--- config.mk ---
export PLATFORM = sky130hd
export DESIGN_NAME = mem_burst_scheduler
export DESIGN_NICKNAME = d
export VERILOG_FILES = /design/src/rtl/vector_pkg.sv /design/src/rtl/rr_pick.sv /design/src/rtl/mem_burst_scheduler.sv
export SDC_FILE = /design/constraint.sdc
export NUM_CORES = 1
export LEC_CHECK = 0
export ABC_AREA = 1
export CORE_ASPECT_RATIO = 1.5
export CORE_MARGIN = 2
export CORE_UTILIZATION = 48
export CTS_CLUSTER_SIZE = 25
export DETAILED_ROUTE_END_ITERATION = 7
export PLACE_DENSITY = 0.79
export SLEW_MARGIN = 10
export SYNTH_ARGS = -nofsm -noshare
export SYNTH_HDL_FRONTEND = slang
export SYNTH_SLANG_ARGS = --single-unit
--- constraint.sdc ---
create_clock -name clk -period 2.6 [get_ports clk]
set_input_delay 0.26 -clock clk [delete_from_list [all_inputs] [get_ports clk]]
set_output_delay 0.26 -clock clk [all_outputs]
set_load 0.01 [all_outputs]
--- src/rtl/vector_pkg.sv ---
// Shared definitions for the memory burst scheduler and its helpers.
//   sched_state_e   : scheduler FSM states (IDLE, BURST)
//   NUM_OF_CORES    : number of requesting cores (sets NUM_REQ)
//   ACCESS_LEN_W    : width of a core's access_length field
//   MAX_OUTSTANDING : bursts a core may have granted but not yet responded
//   OUT_CNT_W       : width of a per-core outstanding counter (holds MAX_OUTSTANDING)
package vector_pkg;

  localparam int NUM_OF_CORES    = 4;
  localparam int ACCESS_LEN_W    = 8;
  localparam int MAX_OUTSTANDING = 4;
  localparam int OUT_CNT_W       = 3;

  typedef enum logic {
    IDLE  = 1'b0,
    BURST = 1'b1
  } sched_state_e;

endpackage

--- src/rtl/rr_pick.sv ---
// Combinational round-robin picker. Starting just above the pointer and
// wrapping around, returns the first requester that is set.
//   req_i      : request vector
//   ptr_i      : index of the most recently served requester
//   pick_o     : one-hot pick, all zero when nothing requests
//   pick_idx_o : binary index of the pick, 0 when nothing requests
module rr_pick #(
  parameter int N = 4
) (
  input  logic [N-1:0]         req_i,
  input  logic [$clog2(N)-1:0] ptr_i,
  output logic [N-1:0]         pick_o,
  output logic [$clog2(N)-1:0] pick_idx_o
);

  localparam int IDX_W = $clog2(N);

  logic             found;
  logic [IDX_W-1:0] idx;

  // NOTE: every variable written here gets a default before any branch, so no
  // path can leave a value held over from a previous evaluation (no latches).
  always_comb begin
    pick_o     = '0;
    pick_idx_o = '0;
    found      = 1'b0;
    idx        = '0;
    // Offsets 1..N visit every requester once, the pointer's own slot last.
    for (int k = 1; k <= N; k++) begin
      idx = IDX_W'((int'(ptr_i) + k) % N);
      if (!found && req_i[idx]) begin
        pick_o[idx] = 1'b1;
        pick_idx_o  = idx;
        found       = 1'b1;
      end
    end
  end

endmodule

--- src/rtl/mem_burst_scheduler.sv ---
// Memory burst scheduler. Grants the shared memory request port to one core at
// a time in round-robin order and holds the grant for the whole burst. Tracks
// per-core outstanding bursts against memory responses; a core whose credits
// are exhausted is skipped.
//   clk, reset    : clock, asynchronous active-low reset
//   req_vld       : per-core request valid
//   req_len       : per-core access_length, core i at [i*LEN_W +: LEN_W]
//   mem_rdy       : memory accepts a beat this cycle
//   rsp_vld       : memory response valid (completes one burst)
//   rsp_core_id   : core that the response belongs to
//   grant         : one-hot registered grant (mux select), 0 when idle
//   grant_idx     : index of the granted core, 0 when idle
//   beat_last     : the beat accepted this cycle ends the burst
//   busy          : a burst is in progress
//   abort         : one-cycle pulse, the grantee dropped its request mid-burst
//   err_underflow : sticky, a response arrived for a core with nothing outstanding
//   outstanding   : per-core outstanding counts, core i at [i*CNT_W +: CNT_W]
module mem_burst_scheduler
  import vector_pkg::*;
#(
  parameter int NUM_REQ = NUM_OF_CORES,
  parameter int LEN_W   = ACCESS_LEN_W,
  parameter int MAX_OUT = MAX_OUTSTANDING,
  parameter int CNT_W   = OUT_CNT_W
) (
  input  logic                       clk,
  input  logic                       reset,
  input  logic [NUM_REQ-1:0]         req_vld,
  input  logic [NUM_REQ*LEN_W-1:0]   req_len,
  input  logic                       mem_rdy,
  input  logic                       rsp_vld,
  input  logic [3:0]                 rsp_core_id,
  output logic [NUM_REQ-1:0]         grant,
  output logic [$clog2(NUM_REQ)-1:0] grant_idx,
  output logic                       beat_last,
  output logic                       busy,
  output logic                       abort,
  output logic                       err_underflow,
  output logic [NUM_REQ*CNT_W-1:0]   outstanding
);

  localparam int IDX_W = $clog2(NUM_REQ);

  sched_state_e     state_q, state_d;
  logic [NUM_REQ-1:0] grant_q, grant_d;
  logic [IDX_W-1:0] grant_idx_q, grant_idx_d;
  logic [IDX_W-1:0] ptr_q, ptr_d;
  logic [LEN_W-1:0] len_q, len_d;
  logic [LEN_W-1:0] beat_cnt_q, beat_cnt_d;
  logic             abort_q, abort_d;
  logic             err_q;

  logic [NUM_REQ-1:0] eligible;
  logic [NUM_REQ-1:0] uf_evt;
  logic [NUM_REQ-1:0] pick;
  logic [IDX_W-1:0]   pick_idx;
  logic [LEN_W-1:0]   len_a [NUM_REQ];
  logic               grantee_vld;
  logic               beat_acc;

  // Per-core credit counters. A burst is charged on its last beat and
  // refunded by the matching response; both together cancel out.
  for (genvar i = 0; i < NUM_REQ; i++) begin : g_core
    logic             inc;
    logic             dec;
    logic [CNT_W-1:0] cnt_q;

    assign inc = beat_last && (grant_idx_q == IDX_W'(i));
    // Ids at or above NUM_REQ never match any core and are dropped here.
    assign dec = rsp_vld && (rsp_core_id == 4'(i));
    assign uf_evt[i] = dec && !inc && (cnt_q == '0);

    always_ff @(posedge clk or negedge reset) begin
      if (!reset) begin
        cnt_q <= '0;
      end else if (inc && !dec) begin
        cnt_q <= cnt_q + CNT_W'(1);
      end else if (dec && !inc && (cnt_q != '0)) begin
        cnt_q <= cnt_q - CNT_W'(1);
      end
    end

    assign eligible[i] = req_vld[i] && (cnt_q < CNT_W'(MAX_OUT));
    assign outstanding[i*CNT_W +: CNT_W] = cnt_q;
    assign len_a[i] = req_len[i*LEN_W +: LEN_W];
  end

  rr_pick #(
    .N(NUM_REQ)
  ) u_rr_pick (
    .req_i      (eligible),
    .ptr_i      (ptr_q),
    .pick_o     (pick),
    .pick_idx_o (pick_idx)
  );

  assign grantee_vld = req_vld[grant_idx_q];
  assign beat_acc    = (state_q == BURST) && mem_rdy && grantee_vld;
  assign beat_last   = beat_acc && (beat_cnt_q == len_q - LEN_W'(1));

  always_comb begin
    state_d     = state_q;
    grant_d     = grant_q;
    grant_idx_d = grant_idx_q;
    ptr_d       = ptr_q;
    len_d       = len_q;
    beat_cnt_d  = beat_cnt_q;
    abort_d     = 1'b0;

    unique case (state_q)
      IDLE: begin
        if (|pick) begin
          grant_d     = pick;
          grant_idx_d = pick_idx;
          // A zero length still moves one beat.
          len_d       = (len_a[pick_idx] == '0) ? LEN_W'(1) : len_a[pick_idx];
          beat_cnt_d  = '0;
          state_d     = BURST;
        end
      end
      BURST: begin
        if (!grantee_vld) begin
          abort_d     = 1'b1;
          state_d     = IDLE;
          grant_d     = '0;
          grant_idx_d = '0;
          beat_cnt_d  = '0;
          ptr_d       = grant_idx_q;
        end else if (mem_rdy) begin
          if (beat_last) begin
            state_d     = IDLE;
            grant_d     = '0;
            grant_idx_d = '0;
            beat_cnt_d  = '0;
            ptr_d       = grant_idx_q;
          end else begin
            beat_cnt_d = beat_cnt_q + LEN_W'(1);
          end
        end
      end
      default: state_d = IDLE;
    endcase
  end

  // NOTE: state registers use non-blocking assignments so every flop samples
  // the pre-edge values, independent of block evaluation order.
  always_ff @(posedge clk or negedge reset) begin
    if (!reset) begin
      state_q     <= IDLE;
      grant_q     <= '0;
      grant_idx_q <= '0;
      ptr_q       <= IDX_W'(NUM_REQ - 1);
      len_q       <= '0;
      beat_cnt_q  <= '0;
      abort_q     <= 1'b0;
      err_q       <= 1'b0;
    end else begin
      state_q     <= state_d;
      grant_q     <= grant_d;
      grant_idx_q <= grant_idx_d;
      ptr_q       <= ptr_d;
      len_q       <= len_d;
      beat_cnt_q  <= beat_cnt_d;
      abort_q     <= abort_d;
      err_q       <= err_q | (|uf_evt);
    end
  end

  assign grant         = grant_q;
  assign grant_idx     = grant_idx_q;
  assign busy          = (state_q == BURST);
  assign abort         = abort_q;
  assign err_underflow = err_q;

endmodule

==> results of run 1 <==
[how the worst max path moves through the flow]
| stage | from | to | slack (ns) | cells after the start |
|---|---|---|---|---|
| 2_1_floorplan | len_q[0] | g_core[2].cnt_q[2] | 0.02 | 15 |
| 3_3_place_gp | mem_rdy | g_core[2].cnt_q[2] | 0.03 | 13 |
| 3_5_place_dp | mem_rdy | g_core[2].cnt_q[2] | -0.17 | 13 |
| 4_1_cts | len_q[0] | g_core[0].cnt_q[2] | -0.05 | 15 |
| 5_1_grt | len_q[1] | g_core[2].cnt_q[2] | -0.18 | 16 |
| 6_report | len_q[0] | g_core[0].cnt_q[2] | 0.02 | 15 |
[stage by stage]
stage	utilization	cell area [um2]
6_report	0.653	4420
5_1_grt	0.653	4420
4_1_cts	0.639	4320
3_5_place_dp	0.614	4150
3_3_place_gp	0.614	4150
2_1_floorplan	-	3310
[layout by cell type (no fill, tap or decap), types with 3 or more instances in the layout]
cell type	instances
nand2_1	132
nor3_1	4
nand2_4	9
clkbuf_8	5
ha_1	7
inv_2	11
xnor2_1	4
nand2_2	9
o21ai_1	4
nor3b_1	4
nor3_2	3
nor4_1	4
nand3_2	7
xor2_1	18
o21ai_2	9
dfrtp_1	37
a21oi_1	9
inv_1	45
buf_4	30
clkdlybuf4s50_1	63
o21ai_0	15
nand3b_1	7
nand3_1	65
fa_2	4
nor2_1	23
nand4_1	8
[state kept, by name, summed over array words and instances (netlist names)]
register       cells
g_core.cnt_q      12
beat_cnt_q         8
len_q              8
grant              4
grant_idx          2
ptr_q              2
abort              1
busy               1
err_underflow      1
[worst register-to-register path, delay by kind of cell, from the launching register on]
| kind | cells | cell delay [ns] |
|---|---|---|
| flops | 1 | 0.38 |
| simple gates | 8 | 1.00 |
| buf+inv | 3 | 0.26 |
| fa+ha+maj | 2 | 0.60 |
| xor+xnor | 2 | 0.26 |
[kinds of logic after synthesis]
kind of cell    after synthesis  synth area share
simple gates                284             0.425
buf+inv                      66            0.0853
fa+ha+maj                    13            0.0584
compound gates               38            0.0690
flops                        39             0.296
xor+xnor                     24            0.0660
[metal layers]
layer	share of wire	vias to the layer above	GRT usage
met5	0	-	0
li1	-	1687	-
met3	0.038	22	0.0268
met1	0.38	1544	0.237
met2	0.55	108	0.434
met4	0.039	0	0.131
[power by group through the flow]
stage          registers, mW  clock network, mW  logic [mW]
6_report                1.10              0.378        4.45
3_3_place_gp            1.09                  0        4.02
2_1_floorplan           1.13                  0        3.00
3_5_place_dp            1.10                  0        4.11
4_1_cts                 1.10              0.388        4.21
5_1_grt                 1.13              0.407        4.99
[what timing repair did]
action                     in CTS  in global routing
setup buffers                   7                  2
pin swaps                       6                 10
gates cloned                    0                  1
gates resized for setup        11                 20
setup endpoints to repair       7                 28
[area by class of cell]
class,count,area share
clock buffers,6,0.0164
inverters,58,0.0499
multi-input cells,360,0.491
flip-flops and latches,39,0.222
well taps,78,0.0221
repair buffers,96,0.199
==> results.json, run 1 <==
{
  "die_y_um": 106,
  "crit_arrival_ns": 2.80,
  "synth.distinct_cells": 37,
  "grt-ovfl-total": 0,
  "num_rows": 37,
  "fmax_mhz": 388,
  "seqPwrFrac": 0.186,
  "slew-limit-headroom": 0.402,
  "clockBufferDepth": 2,
  "leakage_nw": 2.14,
  "wl_per_cell_um": 13.4,
  "rsz0062_at_grt": "true",
  "irDropWorstVdd_mv": 0.773,
  "reg2regPathDepth": 15,
  "holdWs_ns": 0.0920,
  "clock-root-buffer": "clkbuf_8",
  "cap_violations": 0,
  "grt_antenna_before_repair": 0,
  "die_x_um": 71.7,
  "drt_iter0_drc": 170,
  "globalplace.congestion": 0.878,
  "io_pins": 66,
  "clkTransAtPathRegs_ns": 0.07,
  "synthesis.nets": 521,
  "htreeDepth": 2,
  "drc": 0,
  "crit_slowest_cell": "dfrtp_1",
  "syn_area_um2": 3300,
  "path_delay_family": "simple AND/OR/NAND/NOR gates",
  "cellInternalPower_mw": 2.75,
  "port_buffers": 65,
  "p_per_area_nw_per_um2": 1340,
  "r2r_slack_ns": 0.02,
  "synth_seq_cells": 39,
  "hold_class": "input port to async pin",
  "r2r-start": "len_q[0]",
  "synthArstFlopShare": 1.00,
  "synth_most_common_cell": "nand2_1",
  "setup_ws_ns": 0.0211,
  "ys_top_cells_by_count": "134 x nand2_1, 66 x nand3_1, 50 x inv_1, 37 x dfrtp_1, 24 x nor2_1",
  "fp.coreArea_um2": 6760,
  "startpoint_type": "flop",
  "area_growth_pct": 33.8,
  "initial_core_util": 0.488,
  "yosysTopAreaCell": "dfrtp_1",
  "synth_edf_count": 0,
  "firstDrtPassIters": 5,
  "grt_usage": 0.231,
  "path_max_fanout": 5,
  "grt_pass1_vias": 3332,
  "worstSkewPairLatency_ns": 0.29,
  "cts_hold_buf": 0,
  "finalSetupViolCount": 0,
  "skew_ns": 0.00586,
  "synth_top_area_frac": 0.281,
  "vias": 3361,
  "setup-tns-final_ns": 0,
  "synth_area_leaders": "dfrtp_1 28%, nand2_1 15%, nand3_1 10%",
  "pre_cts_ws_ns": -0.174,
  "drive_above_1_share": 0.190,
  "vias_per_cell": 5.28,
  "tightest_slew_ns": 0.898,
  "nets": 617,
  "instances_no_fill": 637,
  "hold_viol_final": 0,
  "ant_nets": 0,
  "clock-sinks": 39,
  "final-seq-area_um2": 978,
  "ys.flop_type": "dfrtp_1",
  "fillers": 585,
  "status": "completed",
  "numCtsBuffers": 5,
  "syn_area_per_cell_um2": 7.11,
  "cp-end-kind": "flop",
  "fin_crit_sh": 0.992,
  "cpPeakStageDelay_ns": 0.38,
  "cp_data_required_time_ns": 2.82,
  "path_buf_inv": 3,
  "r2r-end": "g_core[0].cnt_q[2]",
  "grt_pass1_wl_mm": 14.0,
  "pwr-share-comb": 0.750,
  "maxSlewViolCount": 0,
  "synth_warnings": 0,
  "p_sw_frac": 0.536,
  "n_antenna_cell": 0,
  "cts_tree": "done",
  "crit_type": "flop to flop",
  "switchingPower_mw": 3.18,
  "period_minus_slack_ns": 2.58,
  "crit_chain": "inv_2 -> ha_4 -> xnor2_4 -> nor3_2 -> nand2_1 -> nor3_2 -> nand4_1 -> nor2_4 -> buf_6 -> nand3b_1 -> fa_2 -> inv_2 -> nand4_1 -> nand2_1 -> xor2_1",
  "wl_mm": 8.52,
  "syn_inst": 464,
  "placed_cells": 621,
  "dp.final_hpwl_mm": 6.60,
  "multi_input_area_um2": 2170,
  "grt_max_degree": 40,
  "dieArea_um2": 7570,
  "ys_seq_area_frac": 0.296,
  "clock_power_share": 0.064,
  "p_total_mw": 5.93
}
No activity file was read; power rests on OpenSTA's default activity.
==> run 2: changes to the inputs <==
--- a/config.mk
+++ b/config.mk
@@ -12,6 +12,7 @@
 export CTS_CLUSTER_SIZE = 25
 export DETAILED_ROUTE_END_ITERATION = 7
 export PLACE_DENSITY = 0.79
+export RECOVER_POWER = 25
 export SLEW_MARGIN = 10
 export SYNTH_ARGS = -nofsm -noshare
 export SYNTH_HDL_FRONTEND = slang
==> run 2 against run 1 <==
  * The flow now finishes with violations (max-capacitance violations, max-slew violations)
  * Critical path depth did not move
  * Final area barely moved
  * Clock skew barely moved
  * Fmax barely moved
  * Sequential share of layout area barely moved
  * Worst setup slack got worse by 0.0025 ns
  * First-iteration DRC count did not move
  * Cell count did not move
  * Flip-flop and latch count did not move
  * Via count barely moved
  * Critical endpoint unchanged
  * Largest cell class unchanged
  * Highest routed layer unchanged
==> results.json, run 2 (synthesized netlist as in run 1, its figures left out) <==
{
  "status": "complete, but fails checks",
  "violations": "max-capacitance violations, max-slew violations",
  "globalplace.congestion": 0.878,
  "final_common_cell": "nand2_1",
  "irDropWorstVdd_mv": 0.772,
  "fp.coreArea_um2": 6760,
  "slew-limit-headroom": -0.439,
  "fin_crit_sh": 0.993,
  "switchingPower_mw": 3.18,
  "startpoint_type": "flop",
  "setup_ws_ns": 0.0187,
  "port_buffers": 65,
  "grt_pass1_wl_mm": 14.0,
  "top_regs": "g_core.cnt_q: 12 flops, beat_cnt_q: 8 flops, len_q: 8 flops",
  "hold_viol_final": 0,
  "wl_per_cell_um": 13.4,
  "crit_arrival_ns": 2.80,
  "final_cell_mix": "132 x nand2_1, 65 x nand3_1, 63 x clkdlybuf4s50_1",
  "r2r_slack_ns": 0.02,
  "p_sw_frac": 0.536,
  "drt_iter0_drc": 170,
  "grt-ovfl-total": 0,
  "skew_ns": 0.00586,
  "numCtsBuffers": 5,
  "grt_pass1_vias": 3332,
  "n_antenna_cell": 0,
  "cp_data_required_time_ns": 2.82,
  "crit_type": "flop to flop",
  "leakage_nw": 2.14,
  "hold_path_depth": 2,
  "clock_power_share": 0.063,
  "hp-start": "grant[0]",
  "largest-register": "g_core.cnt_q",
  "die_y_um": 106,
  "period_minus_slack_ns": 2.58,
  "tightest_slew_ns": 2.16,
  "hold_end": "grant[0]",
  "die_x_um": 71.7,
  "nets": 617,
  "worstSkewPairLatency_ns": 0.29,
  "dieArea_um2": 7570,
  "maxSlewViolCount": 40,
  "cts_tree": "done",
  "path_max_fanout": 5,
  "ant_nets": 0,
  "clockBufferDepth": 2,
  "wl_mm": 8.51,
  "clkTransAtPathRegs_ns": 0.07,
  "drive_above_1_share": 0.188,
  "dp.final_hpwl_mm": 6.60,
  "grt_max_degree": 40,
  "pwr-share-comb": 0.750,
  "clock-sinks": 39,
  "reg2regPathDepth": 15,
  "cts_hold_buf": 0,
  "vias": 3360,
  "p_per_area_nw_per_um2": 1340,
  "vias_per_cell": 5.27,
  "rsz0062_at_grt": "true",
  "cp-end-kind": "flop",
  "htreeDepth": 2,
  "fmax_mhz": 387,
  "cap_violations": 1,
  "grt_usage": 0.231,
  "cellInternalPower_mw": 2.75,
  "fillers": 585,
  "num_rows": 37,
  "finalSetupViolCount": 0,
  "grt_antenna_before_repair": 0,
  "io_pins": 66,
  "r2r-end": "g_core[0].cnt_q[2]",
  "final_util": 0.653,
  "initial_core_util": 0.488,
  "hold_class": "flop to flop",
  "largest_register_ffs": 12,
  "clock-root-buffer": "clkbuf_8",
  "firstDrtPassIters": 5,
  "drc": 0,
  "area_growth_pct": 33.7,
  "pre_cts_ws_ns": -0.174,
  "r2r-start": "len_q[0]",
  "seqPwrFrac": 0.186
}
## run 2: cell types whose count changed in the layout (fill, tap and decap cells not counted)
cell,previous run,this run
clkbuf_1,1,2
buf_2,1,0
## run 2: stage by stage
stage                     hold slack [ns]  std cells  total power [mW]  setup TNS (ns)  area, um2
after floorplan                   -0.0356        464              4.13               0       3310
after global placement              0.415        621              5.11               0       4150
after detailed placement            0.420        621              5.21          -0.633       4150
after CTS                           0.106        634              5.69         -0.0781       4320
after global routing                0.518        637              6.52          -0.888       4410
final                               0.494        637              5.93               0       4410
## run 2: timing repair
action,4_1_cts,5_1_grt
gates resized for setup,11,20
cloned,0,1
endpoints found under the setup margin,7,28
buffers inserted,7,2
pin swaps,6,10
## run 2: layout make-up
cell class | count | area, um2 | share of cell area
clock buffers | 6 | 72.6 | 0.0164
inverters | 58 | 220 | 0.0499
multi-input cells | 360 | 2170 | 0.491
flip-flops and latches | 39 | 978 | 0.222
well taps | 78 | 97.6 | 0.0221
repair buffers | 96 | 876 | 0.198
## run 2: worst max path at each step
stage / start / end / slack (ns) / cells past startpoint
after CTS: len_q[0] / g_core[0].cnt_q[2] / -0.05 / 15
after floorplan: len_q[0] / g_core[2].cnt_q[2] / 0.02 / 15
after global routing: len_q[1] / g_core[2].cnt_q[2] / -0.18 / 16
after global placement: mem_rdy / g_core[2].cnt_q[2] / 0.03 / 13
final: len_q[0] / g_core[0].cnt_q[2] / 0.02 / 15
after detailed placement: mem_rdy / g_core[2].cnt_q[2] / -0.17 / 13
## run 2: worst max-delay path, stage by stage (launching register included)
cell and delay [ns]:
dfrtp_1 0.38, inv_2 0.09, ha_4 0.22, xnor2_4 0.13
nor3_2 0.21, nand2_1 0.09, nor3_2 0.12, nand4_1 0.16
nor2_4 0.13, buf_6 0.12, nand3b_1 0.12, fa_2 0.38
inv_2 0.05, nand4_1 0.08, nand2_1 0.09, xor2_1 0.14
## run 2: power groups by stage
| stage | Sequential [mW] | Combinational, mW | Clock, mW |
|---|---|---|---|
| floorplan | 1.13 | 3.00 | 0 |
| global placement | 1.09 | 4.02 | 0 |
| detailed placement | 1.10 | 4.11 | 0 |
| CTS | 1.10 | 4.21 | 0.388 |
| global route | 1.13 | 4.99 | 0.407 |
| finish | 1.10 | 4.45 | 0.376 |
## run 2: metal layers
metal	global-route usage	wire, um	up-vias
li1	-	-	1688
met1	0.237	3230	1544
met5	0	0	-
met3	0.0268	303	23
met4	0.131	333	0
met2	0.434	4640	105
